--- src/rtl/sumsq_acc.sv ---
// Windowed sum-of-squares accumulator: squares N unsigned channels per sample, sums them,
// and accumulates over a programmable window with a valid/ready output handshake.
module sumsq_acc #(
    parameter  int W     = 12,
    parameter  int N     = 4,
    parameter  int LEN_W = 8,
    localparam int OUT_W = 2*W + $clog2(N) + LEN_W
) (
    input  logic               clk,
    input  logic               rstn,
    input  logic               in_valid,
    output logic               in_ready,
    input  logic [N*W-1:0]     in_data,
    input  logic [LEN_W-1:0]   win_len,
    output logic               out_valid,
    input  logic               out_ready,
    output logic [OUT_W-1:0]   out_data
);

    localparam int SQ_W  = 2*W;
    localparam int SUM_W = SQ_W + $clog2(N);
    localparam int NP    = 1 << $clog2(N);

    logic               w_en;
    logic [SQ_W-1:0]    w_sq [N];
    logic [SQ_W-1:0]    r_sq [N];
    logic               r_v1;
    logic [SUM_W-1:0]   w_tree [1:2*NP-1];
    logic [SUM_W-1:0]   r_sum;
    logic               r_v2;
    logic [LEN_W-1:0]   r_cnt;
    logic [LEN_W-1:0]   r_len_q;
    logic [LEN_W-1:0]   w_len_in;
    logic [LEN_W-1:0]   w_len_eff;
    logic [OUT_W-1:0]   r_acc;
    logic [OUT_W-1:0]   w_a_next;
    logic               w_last;
    logic               w_load;
    logic               r_out_valid;
    logic [OUT_W-1:0]   r_out_data;

    // One enable for the whole pipe: everything freezes while a result waits unaccepted.
    assign w_en      = !r_out_valid || out_ready;
    assign in_ready  = w_en;
    assign out_valid = r_out_valid;
    assign out_data  = r_out_data;

    for (genvar k = 0; k < N; k++) begin : g_sq
        logic [SQ_W-1:0] w_x;
        assign w_x     = {{W{1'b0}}, in_data[k*W +: W]};
        assign w_sq[k] = w_x * w_x;
    end

    always_ff @(posedge clk) begin
        if (!rstn) begin
            r_v1 <= 1'b0;
            for (int k = 0; k < N; k++) r_sq[k] <= '0;
        end else if (w_en) begin
            r_v1 <= in_valid;
            if (in_valid) begin
                for (int k = 0; k < N; k++) r_sq[k] <= w_sq[k];
            end
        end
    end

    // Heap-indexed binary adder tree: leaves at NP..2*NP-1, root at index 1.
    for (genvar i = 0; i < NP; i++) begin : g_leaf
        if (i < N) begin : g_used
            assign w_tree[NP+i] = SUM_W'(r_sq[i]);
        end else begin : g_pad
            assign w_tree[NP+i] = '0;
        end
    end

    for (genvar i = 1; i < NP; i++) begin : g_node
        assign w_tree[i] = w_tree[2*i] + w_tree[2*i+1];
    end

    always_ff @(posedge clk) begin
        if (!rstn) begin
            r_v2  <= 1'b0;
            r_sum <= '0;
        end else if (w_en) begin
            r_v2 <= r_v1;
            if (r_v1) r_sum <= w_tree[1];
        end
    end

    // The window length is sampled only when a window opens, so mid-window edits are ignored.
    assign w_len_in  = (win_len == '0) ? LEN_W'(1) : win_len;
    assign w_len_eff = (r_cnt == '0) ? w_len_in : r_len_q;
    assign w_a_next  = ((r_cnt == '0) ? '0 : r_acc) + OUT_W'(r_sum);
    assign w_last    = ({1'b0, r_cnt} + (LEN_W+1)'(1)) == {1'b0, w_len_eff};
    assign w_load    = w_en && r_v2 && w_last;

    always_ff @(posedge clk) begin
        if (!rstn) begin
            r_cnt       <= '0;
            r_len_q     <= '0;
            r_acc       <= '0;
            r_out_valid <= 1'b0;
            r_out_data  <= '0;
        end else begin
            if (w_en && r_v2) begin
                if (r_cnt == '0) r_len_q <= w_len_in;
                if (w_last) begin
                    r_out_data <= w_a_next;
                    r_cnt      <= '0;
                end else begin
                    r_acc <= w_a_next;
                    r_cnt <= r_cnt + LEN_W'(1);
                end
            end
            if (w_load) begin
                r_out_valid <= 1'b1;
            end else if (r_out_valid && out_ready) begin
                r_out_valid <= 1'b0;
            end
        end
    end

endmodule

--- config.mk ---
export PLATFORM = sky130hd
export DESIGN_NAME = sumsq_acc
export DESIGN_NICKNAME = d
export VERILOG_FILES = /design/src/rtl/sumsq_acc.sv
export SDC_FILE = /design/constraint.sdc
export NUM_CORES = 1
export LEC_CHECK = 0
export CAP_MARGIN = 30
export CELL_PAD_IN_SITES_DETAIL_PLACEMENT = 0
export CELL_PAD_IN_SITES_GLOBAL_PLACEMENT = 1
export CORE_MARGIN = 2
export CORE_UTILIZATION = 53
export DETAILED_ROUTE_END_ITERATION = 8
export PLACE_DENSITY_LB_ADDON = 0.1
export SLEW_MARGIN = 40
export SYNTH_ARGS = -nofsm -noshare
export SYNTH_HDL_FRONTEND = slang
export SYNTH_SLANG_ARGS = --single-unit
--- constraint.sdc ---
create_clock -name clk -period 8.8 [get_ports clk]
set_clock_uncertainty 0.05 [all_clocks]
set_input_delay 0.88 -clock clk [delete_from_list [all_inputs] [get_ports clk]]
set_output_delay 0.88 -clock clk [all_outputs]
set_load 0.05 [all_outputs]
==> flow_summary.yaml <==
cells_and_area:
  drive_gt1_share_pct: 3.01
  area_growth_pct: 8.25
  n_fill_cell: 4566
  nets: 3808
  antenna_cells: 0
  final_util_pct: 58.4
timing:
  finalMaxSlewViolations: 0
  max-slew-margin-rel_pct: 50.3
  tightest_slew_ps: 745
  rsz0062_at_grt: "no"
  finalHoldViolCount: 0
  period_share_pct: 73.0
  fmax_mhz: 156
  setup_viol: 0
  finalSetupTns_ps: 0
  fin_crit_ps: 6420
detailed_routing:
  vias: 20300
  drt_wl_total_um: 58200
  viasPerCell: 5.36
  drtIter0Drc: 915
  ant_nets: 0
  routedWlPerCell_um: 15.3
  firstDrtPassIters: 6
  drcViolationCount: 0
cts:
  cts_max_path_buffers: 3
  cts_tree: "yes"
  clock_sinks: 205
  ctsHoldBuffers: 0
  cts.htree.levels: 1
  clk_pin_slew_ps: 60
  postCtsResizedCells: 0
  insertion_delay_ps: 550
  cts_buffers: 23
  root_buffer: "clkbuf_16"
  post_cts_buffers: 0
setup_path:
  path_class: "input pin to flop"
  path_max_fanout: 12
  cp-end-kind: "flop"
  worstPathRequired_ps: 9010
  cp_slowest_stage_delay_ps: 810
  cp-start-kind: "input pin"
  cp.arrival_ps: 6630
  cp.depth: 21
  crit_path_cell_trace: "clkdlybuf4s50_1, nand2_1, inv_1, fa_1, fa_1, inv_1, fa_1, inv_1, fa_1, inv_1, fa_1, inv_1, ha_1, nor4_1, a21oi_1, a211oi_1, o31ai_1, o41ai_1, o21ai_0, xor2_1, nor2_1"
  cp_slowest_cell: "clkdlybuf4s50_1"
  critPathBufInv: 6
  rr_worst_depth: 22
  cp_top_family: "adder cells"
global_route:
  grt_overflow: 0
  antenna_found_initial: 0
  grt_pass1_vias: 21200
  grt_use_total_pct: 22.8
  grt_first_pass_wirelength_um: 100000
  grt_max_degree: 93
floorplanning:
  die_w_um: 230
  row_count: 82
  num_io_pins: 96
  core-area_um2: 50300
  start_util_pct: 53.9
  dieArea_um2: 53000
  die_h_um: 230
pwr:
  pwr-share-comb_pct: 75.3
  leakagePower_nw: 14.1
  seq_power_share_pct: 14.3
  pwr-share-clk_pct: 10.4
  switchingPower_w: 0.00455
  internal_power_w: 0.00485
  peakVddDrop_uv: 225
  p_per_area_nw_per_um2: 321
  swShare_pct: 48.4
yosys:
  ys_ff_latch: 205
  yosysUniqueCellTypes: 76
  yosysSeqAreaShare_pct: 18.5
  syn-cell-area_um2: 27100
  avgSynthCellArea_um2: 8.79
  synth_fp_nets: 3787
  synthArstFlopShare_pct: 0
  ys_warn_count: 0
  ys.flop_type: "dfxtp_1"
  synth_edf_count: 92
  synth_cells: 3084
run_status:
  status: "complete, no violations"
worst_hold_path:
  hold_path_class: "flop to flop"
  holdPathStages: 2
placed_design:
  gp_congestion: 0.857
  hpwl_um: 47300
  port_buffers: 95
flow_run:
  drv_cap: 0
==> path summary, 6_finish.rpt <==
path / start / slack [ps] / to
setup reg to reg: r_sq[1][3] / 3880 / r_sum[24]
setup / recovery: in_data[42] / 2380 / r_sq[3][23]
hold reg to reg: r_acc[15] / 400 / r_acc[15]
hold / removal: r_acc[15] / 400 / r_acc[15]
==> worst register-to-register path, cell delays in order (launching register included) <==
cell and delay (ps):
edfxtp_1 370, ha_1 330, a21o_1 220, a21oi_2 170, nor2b_1 90, o21a_1 190
nor2_1 160, nor2b_1 90, o21a_1 210, o21a_1 200, nor2_1 130, xnor2_1 190
ha_1 360, nand3_1 100, o211ai_1 110, or4_1 410, nor2_1 180, o311ai_0 250
a41o_1 330, a31oi_1 240, o21ai_0 170, xnor2_1 160, o21ai_0 100
==> area by class of cell <==
class	instances	area, um^2	area share [%]
clock buffers	31	656	2.23
inverters	524	1970	6.70
flip-flops and latches	205	5020	17.1
clock inverters	11	118	0.401
multi-input cells	2246	19700	67.2
well taps	672	841	2.87
repair buffers	105	1020	3.49
==> layout by cell type (no fill, tap or decap), drive strengths merged, types with 17 or more instances in the layout <==
master	instances
edfxtp	92
or2	18
nor2	194
inv	525
o21a	23
nor3	48
and2	206
a21oi	172
ha	327
nor2b	41
clkdlybuf4s50	94
clkbuf	31
a211oi	20
nand2	300
o21ai	77
dfxtp	113
a21o	43
xor2	57
nand2b	23
nand3	66
o31ai	17
fa	316
xnor2	106
==> registers in the layout, summed over array words and instances (netlist names) <==
signal,flops
r_len_q,8
r_cnt,8
r_sq,92
r_sum,26
out_data,34
r_v2,1
r_v1,1
r_acc,34
out_valid,1
==> metal layers <==
layer | vias to the layer above | part of all wire, % | track usage (%)
met2 | 302 | 51 | 41.9
met1 | 9938 | 44 | 28.9
met3 | 74 | 2.9 | 1.93
met5 | - | 0 | 0
met4 | 0 | 2.2 | 5.34
li1 | 10000 | - | -
==> logic make-up (layout without fill, tap and decap cells) <==
| kind of cell | Yosys count | count (layout) | synth area share [%] |
|---|---|---|---|
| adder cells (fa/ha/maj) | 643 | 643 | 38.4 |
| AND/OR/NAND/NOR | 972 | 972 | 17.6 |
| AO/OA/AOI/OAI | 452 | 452 | 10.6 |
| buffers and inverters | 633 | 671 | 8.88 |
| flip-flops | 205 | 205 | 18.5 |
| multiplexers | 16 | 16 | 0.614 |
| XOR/XNOR | 163 | 163 | 5.27 |
==> cells in the mapped netlist, drive strengths merged, types with 6 or more instances <==
library cell,instances,area [um^2]
o211ai,14,110
inv,524,1970
dfxtp,113,2260
clkbuf,92,345
nand4,10,62.6
a211oi,20,150
xor2,57,499
nand2b,23,144
nor3,48,245
or4,6,45.0
nor3b,10,75.1
and2,206,1290
xnor2,106,928
nand3,66,335
edfxtp,92,2760
o311ai,7,61.3
nor2,194,728
o21ai,77,385
o31a,8,70.1
a2111oi,6,65.1
or3,16,100
o21bai,9,67.6
and3,16,100
a21o,43,323
buf,17,95.1
fa,316,6330
o21a,23,173
nand2,300,1130
nor2b,41,257
a21oi,172,880
ha,327,4090
mux2i,11,110
nand3b,9,67.6
a31oi,15,100
o31ai,17,128
or2,18,113
==> through the flow <==
step	std cells	total power, W	worst slack, ps	instance area [um^2]	hold WS (ps)
floorplan	3084	0.00689	2780	27100	382
detailed placement	3752	0.00844	1840	28600	392
global placement	3752	0.00837	1940	28500	387
global route	3794	0.0105	1840	29300	423
finish	3794	0.00941	2380	29300	401
CTS	3794	0.00948	2350	29300	401
==> power groups by stage <==
stage               Combinational (W)  Clock, W  Sequential (W)
floorplan                     0.00558         0         0.00131
global route                  0.00809   0.00104         0.00136
detailed placement            0.00707         0         0.00137
global placement              0.00700         0         0.00137
CTS                           0.00713   0.00100         0.00135
finish                        0.00708  0.000980         0.00134
(Power assumes the default switching activity.)
